[src/rtl/seq_divider_pkg.sv]
// Shared types and helpers for the sequential restoring divider.
package seq_divider_pkg;

    typedef enum logic [1:0] {
        IDLE = 2'd0,
        CALC = 2'd1,
        DONE = 2'd2
    } state_t;

    localparam int DEFAULT_WIDTH = 8;

    // Iteration counter counts WIDTH-1 down to 0.
    function automatic int cnt_width(input int w);
        return (w < 2) ? 1 : $clog2(w);
    endfunction

endpackage

[src/rtl/nbit_subtractor.sv]
// Combinational N-bit ripple subtractor: diff = a + ~b + 1.
module nbit_subtractor #(
    parameter int N = 9
) (
    input  logic [N-1:0] a,
    input  logic [N-1:0] b,
    output logic [N-1:0] diff,
    output logic         borrow
);
    logic [N:0] carry;

    assign carry[0] = 1'b1;

    for (genvar i = 0; i < N; i++) begin : g_bit
        logic nb;
        assign nb           = ~b[i];
        assign diff[i]      = a[i] ^ nb ^ carry[i];
        assign carry[i+1]   = (a[i] & nb) | (carry[i] & (a[i] ^ nb));
    end

    assign borrow = ~carry[N];
endmodule

[src/rtl/seq_restoring_divider.sv]
// Iterative restoring divider, one quotient bit per clock.
// Define SEQ_DIVIDER_SIGNED_EN for two's-complement operands and results.
module seq_restoring_divider
    import seq_divider_pkg::*;
#(
    parameter int WIDTH = DEFAULT_WIDTH
) (
    input  logic             clk,
    input  logic             rst,
    input  logic             start,
    input  logic [WIDTH-1:0] dividend,
    input  logic [WIDTH-1:0] divisor,
    output logic             busy,
    output logic             done,
    output logic [WIDTH-1:0] quotient,
    output logic [WIDTH-1:0] remainder,
    output logic             div_by_zero
);
    localparam int CW = cnt_width(WIDTH);

    state_t           state;
    logic [WIDTH-1:0] rem_q;
    logic [WIDTH-1:0] quo_q;
    logic [WIDTH-1:0] dvsr_q;
    logic [CW-1:0]    cnt;

    logic [WIDTH:0]   shifted;
    logic [WIDTH:0]   trial;
    logic             sub_borrow_unused;
    logic             trial_ok;
    logic [WIDTH-1:0] rem_nxt;
    logic [WIDTH-1:0] quo_nxt;
    logic [WIDTH-1:0] a_mag;
    logic [WIDTH-1:0] b_mag;
    logic [WIDTH-1:0] quo_fix;
    logic [WIDTH-1:0] rem_fix;

    assign busy = (state != IDLE);
    assign done = (state == DONE);

    // Partial remainder stays below the divisor, so |trial| < 2^WIDTH and the MSB is its sign.
    assign shifted = {rem_q, quo_q[WIDTH-1]};

    nbit_subtractor #(.N(WIDTH + 1)) u_sub (
        .a      (shifted),
        .b      ({1'b0, dvsr_q}),
        .diff   (trial),
        .borrow (sub_borrow_unused)
    );

    assign trial_ok = ~trial[WIDTH];
    assign rem_nxt  = trial_ok ? trial[WIDTH-1:0] : shifted[WIDTH-1:0];
    assign quo_nxt  = {quo_q[WIDTH-2:0], trial_ok};

`ifdef SEQ_DIVIDER_SIGNED_EN
    logic quo_neg;
    logic rem_neg;

    assign a_mag   = dividend[WIDTH-1] ? -dividend : dividend;
    assign b_mag   = divisor[WIDTH-1]  ? -divisor  : divisor;
    // The -2^(W-1) / -1 case wraps back to -2^(W-1) naturally.
    assign quo_fix = quo_neg ? -quo_nxt : quo_nxt;
    assign rem_fix = rem_neg ? -rem_nxt : rem_nxt;

    always_ff @(posedge clk or posedge rst) begin
        if (rst) begin
            quo_neg <= 1'b0;
            rem_neg <= 1'b0;
        end else if (state == IDLE && start) begin
            quo_neg <= dividend[WIDTH-1] ^ divisor[WIDTH-1];
            rem_neg <= dividend[WIDTH-1];
        end
    end
`else
    assign a_mag   = dividend;
    assign b_mag   = divisor;
    assign quo_fix = quo_nxt;
    assign rem_fix = rem_nxt;
`endif

    always_ff @(posedge clk or posedge rst) begin
        if (rst) begin
            state       <= IDLE;
            rem_q       <= '0;
            quo_q       <= '0;
            dvsr_q      <= '0;
            cnt         <= '0;
            quotient    <= '0;
            remainder   <= '0;
            div_by_zero <= 1'b0;
        end else begin
            case (state)
                IDLE: begin
                    if (start) begin
                        dvsr_q <= b_mag;
                        if (divisor == '0) begin
                            state       <= DONE;
                            quotient    <= '1;
                            remainder   <= dividend;
                            div_by_zero <= 1'b1;
                        end else begin
                            state <= CALC;
                            rem_q <= '0;
                            quo_q <= a_mag;
                            cnt   <= CW'(WIDTH - 1);
                        end
                    end
                end
                CALC: begin
                    rem_q <= rem_nxt;
                    quo_q <= quo_nxt;
                    if (cnt == '0) begin
                        state       <= DONE;
                        quotient    <= quo_fix;
                        remainder   <= rem_fix;
                        div_by_zero <= 1'b0;
                    end else begin
                        cnt <= cnt - 1'b1;
                    end
                end
                DONE:    state <= IDLE;
                default: state <= IDLE;
            endcase
        end
    end
endmodule

[config.mk]
export PLATFORM = sky130hd
export DESIGN_NAME = seq_restoring_divider
export DESIGN_NICKNAME = d
export VERILOG_FILES = /design/src/rtl/seq_divider_pkg.sv /design/src/rtl/nbit_subtractor.sv /design/src/rtl/seq_restoring_divider.sv
export SDC_FILE = /design/constraint.sdc
export NUM_CORES = 1
export LEC_CHECK = 0
export BUFFER_PORTS_ARGS = -buffer_cell sky130_fd_sc_hd__buf_2
export CELL_PAD_IN_SITES_DETAIL_PLACEMENT = 1
export CELL_PAD_IN_SITES_GLOBAL_PLACEMENT = 1
export CORE_MARGIN = 4
export CORE_UTILIZATION = 47
export DETAILED_ROUTE_END_ITERATION = 16
export GPL_TIMING_DRIVEN = 1
export PLACE_DENSITY_LB_ADDON = 0.1
export SLEW_MARGIN = 20
export SYNTH_ARGS = -nofsm -noshare
export SYNTH_HDL_FRONTEND = slang
export SYNTH_SLANG_ARGS = --single-unit
[constraint.sdc]
create_clock -name clk -period 10.67 [get_ports clk]
set_input_delay 3.201 -clock clk [delete_from_list [all_inputs] [get_ports clk]]
set_output_delay 3.201 -clock clk [all_outputs]
set_load 0.02 [all_outputs]
==> results of run 1 <==
per-stage QoR:
step                      setup WS (ns)  power [mW]   util  area (um^2)  hold WS [ns]
after floorplan                    6.22       0.710      -         2320         0.456
after global placement             5.72       0.824  0.537         2550         0.480
after detailed placement           5.67       0.846  0.537         2550         0.473
after CTS                          5.99       0.982  0.559         2660         0.494
after global routing               5.86        1.05  0.559         2660         0.522
final                              5.99       0.969  0.559         2660         0.491
logic make-up after synthesis:
| kind of cell | Yosys count |
|---|---|
| xor+xnor | 1 |
| mux | 18 |
| buf+inv | 33 |
| compound gates | 48 |
| fa+ha+maj | 10 |
| flops | 46 |
| simple gates | 60 |
sequential cells by signal, indices dropped and copies added, names as in the netlist:
name,flops
remainder,8
state,2
cnt,3
rem_q,8
quotient,8
div_by_zero,1
quo_q,8
dvsr_q,8
final timing paths:
check | endpoint | slack, ns | cells past startpoint
worst max register to register | remainder[7] | 6.28 | 16
max in group asynchronous | remainder[1] | 6.95 | 2
worst min register to register | remainder[1] | 0.49 | 1
worst min-delay path | remainder[1] | 0.49 | 1
min in group asynchronous | quotient[6] | 3.12 | 2
worst max-delay path | remainder[7] | 5.99 | 6
routing by layer:
metal  vias to the layer above  global-route usage  share of wire
met5                         -                   0              0
met4                         0              0.0524          0.012
met3                         7              0.0344          0.034
met2                        32               0.307           0.49
met1                       831               0.241           0.46
li1                        809                   -              -
cell type report:
cell class	instances	area, um^2
clock buffers	7	76.3
clock inverters	1	30.0
fillers	554	2100
inverters	24	90.1
multi-input cells	137	1030
flip-flops and latches	46	1150
well taps	67	83.8
repair buffers	38	193
cell usage in the layout, fill, tap and decap left out, types with 2 or more instances in the layout:
master	instances
buf_2	37
a21oi_1	11
o21ai_0	4
clkbuf_1	2
nor2b_1	7
o31ai_1	2
nor3_1	12
inv_1	22
nor2_1	5
nor4_4	2
a22o_1	2
mux2_2	6
nand2_1	29
clkbuf_8	5
mux2_1	5
ha_1	3
fa_1	7
a31oi_1	11
dfrtp_1	46
inv_2	2
o21ai_1	7
mux2_4	4
mux2i_1	3
power by group:
part | total (mW) | switching [mW] | internal, mW
Sequential | 0.322 | 0.0619 | 0.260
Clock | 0.128 | 0.0581 | 0.0702
Combinational | 0.518 | 0.301 | 0.217
==> out/qor.csv, run 1 <==
stage,metric,value,unit
routing,drtAntennaViolNets,0,
routing,firstDrtPassIters,4,
critical_path,crit_fanout,26,
synthesis,yosysSeqAreaShare,0.497,
synthesis,synth_top_family_by_area,simple AND/OR/NAND/NOR gates,
layout,final_cells,320,
job,drv_cap,0,
clock_tree,post_cts_resized,0,
synthesis,synth.net_count,245,
global_route,grt_pass1_vias,1761,
critical_path,crit_arrival,4.86,ns
global_route,grt_pass1_wl,8820,um
placement,place_congestion,0.761,
status,outcome,finished clean,
sta,max_clock_freq,0.214,GHz
synthesis,muxShareOfSynthArea,0.0923,
critical_path,crit_slowest_cell,nor3b_2,
sta,fin_crit,4.68,ns
synthesis,synthFlopType,dfrtp_1,
clock_tree,clk_pin_slew,0.09,ns
sta,fin_worst_skew,0.00597,ns
critical_path,worst_setup_path_end_kind,flip-flop,
synthesis,postSynthAreaPerCell,10.7,um^2
critical_path,startpoint_type,input port,
routing,drcViolationCount,0,
layout,diodes,0,
placement,numPortBuffers,37,
clock_tree,cts-hold-fix-buffers,0,
sta,maxSlewHeadroom,0.357,
floorplan,dieArea,6120,um^2
critical_path,path_class,input port to flip-flop,
clock_tree,insertion_delay,0.29,ns
min_path,hold_path.startpoint,remainder[1],
min_path,min_path_type,flip-flop to flip-flop,
synthesis,syn_area,2320,um^2
sta,rsz0062_at_grt,no,
clock_tree,cts_tree,yes,
placement,dpl.hpwl,3690,um
sta,final-hold-violation-count,0,
floorplan,die_x,78.2,um
floorplan,num_rows,25,
synthesis,synth_commonest_cells,"dfrtp_1, nand2_1, inv_1",
placement,dp.cells,312,
synthesis,yosysUniqueCellTypes,39,
synthesis,synth_xor_area_frac,0.00702,
pwr,peakVddDrop,0.000162,V
layout,syn_to_final_growth,14.7,%
critical_path,critPathBufInv,3,
layout,drive_gt1_frac,0.253,
critical_path,crit_family,simple AND/OR/NAND/NOR gates,
clock_tree,h-tree-depth,2,
synthesis,synth_edf_count,0,
routing,drt_iter0_markers,119,
critical_path,regToRegStartpoint,quo_q[7],
pwr,p_per_area,364,nW/um^2
floorplan,core_area,4750,um^2
clock_tree,ctsLongestPathBuffers,2,
synthesis,yosys.area_share.simple,0.137,
synthesis,ys_async_sr_fraction,1.00,
sta,worstMarginPinSlew,0.963,ns
synthesis,synth-adder-area-share,0.0767,
sta,fin_crit_sh,0.439,
routing,vias,1679,
global_route,grt_max_degree,47,
synthesis,synth_compound_area_frac,0.132,
layout,finalNetCount,281,
global_route,overflow,0,
floorplan,io_pins,38,
synthesis,synth_cells,216,
clock_tree,clock-root-buffer,clkbuf_8,
clock_tree,cts_sinks,46,
clock_tree,cts_buffers,5,
synthesis,yosysTopAreaCellShare,0.497,
sta,setup_viol,0,
synthesis,yosys.area.top_type,dfrtp_1,
synthesis,yosys_warnings,0,
sta,slew_viol_final,0,
floorplan,die_y,78.2,um
critical_path,crit_path_start,start,
global_route,grt_use_total,0.182,
pwr,power.leakage,1.28,nW
routing,post_drt_wl_per_cell,16.3,um
routing,wl,5230,um
synthesis,synth_area_leaders,"dfrtp_1, fa_1, nand2_1",
floorplan,initial_utilization,0.487,
sta,finalSetupTns,0,ns
critical_path,critPathMaxStageDelay,0.68,ns
synthesis,synth-seq-cells,46,
global_route,antenna_found_initial,0,
synthesis,yosys.cell_count.top_type,dfrtp_1,
clock_tree,cts_setup_buffers,0,
critical_path,worstPathRequired,10.85,ns
routing,viasPerCell,5.25,
critical_path,cp_cell_sequence,"buf_2, nor3b_2, a31oi_2, buf_4, inv_2, mux2_1",
Note: power is estimated with default switching activity, not from simulation.
==> run 2: changes to the inputs <==
--- a/config.mk
+++ b/config.mk
@@ -5,11 +5,12 @@
 export SDC_FILE = /design/constraint.sdc
 export NUM_CORES = 1
 export LEC_CHECK = 0
+export ABC_AREA = 1
 export BUFFER_PORTS_ARGS = -buffer_cell sky130_fd_sc_hd__buf_2
 export CELL_PAD_IN_SITES_DETAIL_PLACEMENT = 1
 export CELL_PAD_IN_SITES_GLOBAL_PLACEMENT = 1
 export CORE_MARGIN = 4
-export CORE_UTILIZATION = 47
+export CORE_UTILIZATION = 42
 export DETAILED_ROUTE_END_ITERATION = 16
 export GPL_TIMING_DRIVEN = 1
 export PLACE_DENSITY_LB_ADDON = 0.1
==> constraint.sdc (replaced) <==
create_clock -name clk -period 4.73 [get_ports clk]
set_input_delay 1.419 -clock clk [delete_from_list [all_inputs] [get_ports clk]]
set_output_delay 1.419 -clock clk [all_outputs]
set_load 0.02 [all_outputs]
==> run 2 against run 1 <==
  * Via count grew 23%
  * Sequential share of layout area shrank 2.0 points
  * Register-to-register slack lost 5.5 ns
  * Largest cell class is now multi-input combinational cells
  * Worst setup slack lost 5.2 ns
  * Sequential power grew 120%
  * Clock skew grew 0.0027 ns
  * Synthesized cell count grew 42%
  * Utilization shrank 6.3 points
  * Non-clock buffer count is the same
  * Critical path depth grew 13
  * Count of clock-buffer cells in the layout is the same
  * Sequential cell count is the same
==> out/qor.csv, run 2 <==
stage,metric,value,unit
status,outcome,finished clean,
synthesis,synth_area_leaders,"dfrtp_1, nand2_1, nand3_1",
layout,multi_input_area,1170,um^2
sta,slew_viol_final,0,
pwr,peakVddDrop,0.000323,V
global_route,grt_pass1_wl,10700,um
critical_path,rrSetupSlack,0.78,ns
job,drv_cap,0,
routing,drtAntennaViolNets,0,
pwr,power.leakage,1.51,nW
synthesis,yosysTopAreaCellShare,0.463,
critical_path,crit_fanout,9,
floorplan,initial_utilization,0.443,
placement,numPortBuffers,37,
floorplan,die_y,84.9,um
clock_tree,clk_pin_slew,0.08,ns
global_route,grt_max_degree,47,
critical_path,worst_setup_path_end_kind,flip-flop,
sta,finalSetupTns,0,ns
clock_tree,ctsLongestPathBuffers,2,
clock_tree,cts_setup_buffers,0,
layout,layout.cells.most_common,nand2_1,
layout,fillers,752,
min_path,min_path_type,flip-flop to flip-flop,
sta,rsz0062_at_grt,no,
min_path,min_path_cells,2,
layout,finalNetCount,372,
placement,pre_cts_ws,0.768,ns
clock_tree,clock-root-buffer,clkbuf_8,
clock_tree,cts_buffers,5,
synthesis,synthFlopType,dfrtp_1,
critical_path,crit_slowest_cell,fa_1,
clock_tree,post_cts_resized,0,
layout,final_core_utilization,0.497,
synthesis,synth_edf_count,0,
clock_tree,h-tree-depth,2,
floorplan,die_x,84.9,um
global_route,overflow,0,
critical_path,cp_cell_sequence,"inv_1, ha_1, inv_1, fa_1, inv_1, fa_1, fa_1, fa_1, fa_1, fa_1, inv_1, fa_1, inv_1, nand2_1, nand2_1, nand3_1, nand3_1, nand2_1, nand2_1",
global_route,grt_pass1_vias,2128,
synthesis,syn_area,2490,um^2
routing,viasPerCell,4.97,
synthesis,postSynthAreaPerCell,8.12,um^2
layout,seq_area,1150,um^2
synthesis,yosys.cell_count.top_type,nand2_1,
synthesis,synth_commonest_cells,"nand2_1, dfrtp_1, nand3_1",
critical_path,crit_arrival,4.14,ns
clock_tree,cts-hold-fix-buffers,0,
routing,vias,2064,
global_route,antenna_found_initial,0,
routing,wl,6140,um
synthesis,synth_cells,306,
routing,post_drt_wl_per_cell,14.8,um
pwr,p_per_area,767,nW/um^2
critical_path,regToRegStartpoint,quo_q[7],
sta,maxSlewHeadroom,0.568,
synthesis,synth-seq-cells,46,
global_route,grt_use_total,0.186,
routing,firstDrtPassIters,4,
critical_path,worstPathRequired,4.92,ns
placement,place_congestion,0.803,
synthesis,yosysUniqueCellTypes,25,
floorplan,io_pins,38,
floorplan,core_area,5610,um^2
critical_path,crit_family,adder cells,
placement,dpl.hpwl,4550,um
sta,fin_ws,0.778,ns
sta,setup_viol,0,
critical_path,critPathBufInv,5,
sta,fin_crit_sh,0.835,
layout,drive_gt1_frac,0.157,
synthesis,yosysSeqAreaShare,0.463,
synthesis,ys_async_sr_fraction,1.00,
clock_tree,insertion_delay,0.30,ns
floorplan,num_rows,27,
clock_tree,cts_tree,yes,
clock_tree,cts_sinks,46,
min_path,hold_path.startpoint,quotient[7],
layout,mostFrequentLayoutCells,"nand2_1, dfrtp_1, buf_2",
critical_path,startpoint_type,flip-flop,
sta,final-hold-violation-count,0,
routing,drcViolationCount,0,
sta,max_clock_freq,0.253,GHz
synthesis,yosys.area.top_type,dfrtp_1,
layout,diodes,0,
min_path,holdPathEnd,quotient[7],
sta,fin_crit,3.95,ns
critical_path,critPathMaxStageDelay,0.40,ns
sta,worstMarginPinSlew,0.646,ns
critical_path,r2r_end,remainder[4],
critical_path,r2r_cells,19,
layout,syn_to_final_growth,12.0,%
floorplan,dieArea,7210,um^2
sta,fin_worst_skew,0.00867,ns
synthesis,yosys_warnings,0,
routing,drt_iter0_markers,152,
critical_path,path_class,flip-flop to flip-flop,
synthesis,synth.net_count,335,
critical_path,path_common_cell,fa_1,
-- run 2: changes by cell type after synthesis, moves of 6 or more --
cell	delta
nand3b_1	+6
o21ai_0	+7
nand2_1	+103
nand4_1	+8
a31oi_1	-11
nand3_1	+30
a21oi_1	-10
mux2_2	-6
nor3_1	-12
and2_1	+7
nor2b_1	-8
o21ai_1	-7
-- run 2: worst max path at each step --
stage	from	end	depth (start not counted)
4_1_cts	quo_q[7]	rem_q[7]	18
5_1_grt	quo_q[7]	remainder[1]	19
3_5_place_dp	quo_q[7]	rem_q[7]	18
3_3_place_gp	quo_q[7]	rem_q[7]	18
6_report	quo_q[7]	remainder[4]	19
2_1_floorplan	quo_q[7]	remainder[6]	19
-- run 2: worst register-to-register path, stage by stage, from the launching register on --
cell     delay [ns]
dfrtp_1        0.37
inv_1          0.05
ha_1           0.18
inv_1          0.06
fa_1           0.16
inv_1          0.05
fa_1           0.37
fa_1           0.39
fa_1           0.39
fa_1           0.40
fa_1           0.38
inv_1          0.07
fa_1           0.21
inv_1          0.07
nand2_1        0.08
nand2_1        0.21
nand3_1        0.18
nand3_1        0.09
nand2_1        0.07
nand2_1        0.05
-- run 2: final cells by class --
cell class                      count  area share
Tap cell                           72      0.0323
Multi-Input combinational cell    223       0.419
Timing Repair Buffer               38      0.0692
Inverter                           29      0.0391
Sequential cell                    46       0.413
Clock buffer                        7      0.0274
-- run 2: logic make-up after synthesis --
logic type / count (synthesis) / synth area share
compound gates: 14 / 0.0342
flops: 46 / 0.463
simple gates: 199 / 0.363
fa+ha+maj: 10 / 0.0715
buf+inv: 37 / 0.0679
-- run 2: metrics by stage --
step                instance area (um^2)  hold WS [ns]  cells  total power, mW
floorplan                           2490         0.442    306             1.61
global placement                    2710         0.451    408             1.88
detailed placement                  2710         0.454    408             1.93
CTS                                 2790         0.475    415             2.17
global route                        2790         0.507    415             2.38
finish                              2790         0.470    415             2.14
-- run 2: layer usage --
metal | track usage | vias up | wire length [um]
met5 | 0 | - | 0
li1 | - | 1033 | -
met2 | 0.298 | 46 | 2890
met1 | 0.262 | 975 | 2900
met3 | 0.0243 | 10 | 252
met4 | 0.0590 | 0 | 97
-- run 2: power by group --
group          internal, mW  switching (mW)
logic                 0.413           0.797
clock network         0.102           0.129
registers             0.577           0.117
==> run 3: changes to the inputs <==
--- a/config.mk
+++ b/config.mk
@@ -10,7 +10,7 @@
 export CELL_PAD_IN_SITES_DETAIL_PLACEMENT = 1
 export CELL_PAD_IN_SITES_GLOBAL_PLACEMENT = 1
 export CORE_MARGIN = 4
-export CORE_UTILIZATION = 42
+export CORE_UTILIZATION = 38
 export DETAILED_ROUTE_END_ITERATION = 16
 export GPL_TIMING_DRIVEN = 1
 export PLACE_DENSITY_LB_ADDON = 0.1
==> constraint.sdc (replaced) <==
create_clock -name clk -period 3.5 [get_ports clk]
set_input_delay 1.05 -clock clk [delete_from_list [all_inputs] [get_ports clk]]
set_output_delay 1.05 -clock clk [all_outputs]
set_load 0.02 [all_outputs]
==> run 3 against run 2 <==
  * The run now ends with negative setup slack left
  * Register-to-register slack got worse by 0.79 ns
  * Cell count increased by 2.9%
  * Sequential cell count unchanged
  * Worst setup slack got worse by 0.79 ns
  * Clock power increased by 79%
  * Cell area increased by 6.0%
  * Power increased by 47%
  * Utilization decreased by 3.2 points
  * Sequential share of layout area decreased by 2.3 points
  * Clock skew about the same
  * Non-clock buffer count increased by 7
  * First-iteration DRC count decreased by 26%
  * Largest power group unchanged
==> out/qor.csv, run 3 (synthesis gave the netlist of run 2 again) <==
stage,metric,value,unit
layout,fillers,798,
placement,place_congestion,0.772,
min_path,min_path_cells,2,
layout,syn_to_final_growth,18.8,%
critical_path,critPathBufInv,4,
clock_tree,ctsLongestPathBuffers,2,
min_path,holdPathEnd,quotient[3],
routing,vias,2059,
critical_path,path_common_cell,fa_2,
clock_tree,clock-root-buffer,clkbuf_8,
layout,finalNetCount,379,
critical_path,r2r_cells,18,
layout,diodes,0,
sta,fin_crit_sh,1.00,
floorplan,io_pins,38,
sta,hold_slack,0.468,ns
sta,worstMarginPinSlew,0.646,ns
placement,place_area,2760,um^2
critical_path,crit_fanout,8,
critical_path,crit_arrival,3.72,ns
layout,layout.cells.most_common,nand2_1,
layout,final_cell_area,2950,um^2
routing,post_drt_wl_per_cell,14.6,um
clock_tree,cts_buffers,5,
critical_path,path_class,flip-flop to flip-flop,
critical_path,rrSetupSlack,-0.01,ns
layout,multi_input_area,1240,um^2
critical_path,critPathMaxStageDelay,0.42,ns
clock_tree,cts_tree,yes,
clock_tree,insertion_delay,0.30,ns
layout,mostFrequentLayoutCells,"nand2_1, dfrtp_1, buf_2",
sta,slew_viol_final,0,
routing,wl,6220,um
routing,viasPerCell,4.82,
sta,setup_viol,2,
critical_path,worstPathRequired,3.70,ns
min_path,min_path_type,flip-flop to flip-flop,
sta,fin_crit,3.51,ns
global_route,grt_pass1_wl,10900,um
critical_path,crit_family,adder cells,
placement,pre_cts_ws,-0.247,ns
floorplan,die_x,88.9,um
pwr,peakVddDrop,0.000471,V
global_route,overflow,0,
routing,drt_iter0_markers,113,
floorplan,num_rows,29,
placement,dp.cells,418,
layout,drive_gt1_frac,0.246,
status,violations,negative setup slack,
sta,fin_ws,-0.0150,ns
critical_path,r2r_end,remainder[5],
clock_tree,cts_sinks,46,
layout,final_cells,427,
global_route,grt_use_total,0.181,
sta,final-hold-violation-count,0,
placement,numPortBuffers,37,
sta,maxSlewHeadroom,0.568,
routing,drtAntennaViolNets,0,
status,outcome,finished with violations,
sta,finalSetupTns,-0.0160,ns
critical_path,startpoint_type,flip-flop,
critical_path,worst_setup_path_end_kind,flip-flop,
routing,firstDrtPassIters,4,
floorplan,die_y,88.9,um
min_path,hold_path.startpoint,quotient[3],
sta,rsz0062_at_grt,yes,
critical_path,crit_slowest_cell,dfrtp_1,
placement,dpl.hpwl,4690,um
floorplan,core_area,6350,um^2
clock_tree,clk_pin_slew,0.09,ns
sta,fin_worst_skew,0.00847,ns
layout,seq_area,1150,um^2
pwr,p_per_area,1070,nW/um^2
global_route,grt_max_degree,35,
clock_tree,h-tree-depth,2,
floorplan,initial_utilization,0.392,
job,drv_cap,0,
sta,max_clock_freq,0.284,GHz
critical_path,cp_cell_sequence,"ha_4, inv_2, fa_2, inv_2, fa_2, fa_2, fa_2, fa_2, fa_2, inv_2, fa_2, inv_2, nand2_2, nand2_4, nand3b_1, nand3_1, nand2_1, nand2_1",
critical_path,regToRegStartpoint,dvsr_q[0],
routing,drcViolationCount,0,
global_route,grt_pass1_vias,2219,
floorplan,dieArea,7900,um^2
global_route,antenna_found_initial,0,
pwr,power.leakage,1.57,nW
==> run 3: cell count changes in the layout (fill, tap and decap cells not counted), sizes merged <==
cell / before / now
clkbuf: 7 / 6
inv: 28 / 29
clkinv: 1 / 0
buf: 38 / 45
bufinv: 0 / 1
==> run 3: worst max path at each step <==
stage | startpoint | endpoint | slack (ns) | cells past startpoint
6_report | dvsr_q[0] | remainder[5] | -0.01 | 18
5_1_grt | quo_q[7] | quo_q[0] | -0.20 | 19
4_1_cts | quo_q[7] | quo_q[0] | -0.03 | 19
3_5_place_dp | quo_q[7] | remainder[3] | -0.25 | 19
3_3_place_gp | quo_q[7] | remainder[3] | -0.15 | 19
2_1_floorplan | quo_q[7] | remainder[6] | 0.01 | 19
==> run 3: report_power, final <==
part	internal, mW	switching (mW)
sequential	0.779	0.160
clock	0.229	0.185
combinational	0.666	1.13
==> run 3: stage by stage <==
| stage | power [mW] | utilization |
|---|---|---|
| after floorplan | 2.19 | - |
| after global placement | 2.60 | 0.435 |
| after detailed placement | 2.65 | 0.435 |
| after CTS | 3.14 | 0.460 |
| after global routing | 3.52 | 0.465 |
| final | 3.15 | 0.465 |
==> run 3: tightest hold or removal path: stages (launching register included) <==
cell	delay (ns)
dfrtp_1	0.34
nand2_1	0.05
nand2_1	0.05
==> run 3: layer usage <==
metal,wire (um),global-route usage,up-vias
met5,0,0,-
met4,53,0.0453,0
met3,232,0.0335,5
met2,2890,0.294,31
met1,3050,0.249,978
li1,-,-,1045
==> run 3: repair_timing <==
action                                  in CTS  in global routing
setup buffers                                1                  1
pin swaps                                    4                  2
hold buffers                                 0                  0
resized for setup                           15                  8
endpoints found under the setup margin      18                 18
==> run 3: area by class of cell <==
| cell class | count | area share |
|---|---|---|
| clock inverters | 1 | 0.0102 |
| well taps | 77 | 0.0326 |
| repair buffers | 45 | 0.0831 |
| multi-input cells | 223 | 0.419 |
| inverters | 29 | 0.0369 |
| flip-flops and latches | 46 | 0.390 |
| clock buffers | 6 | 0.0280 |
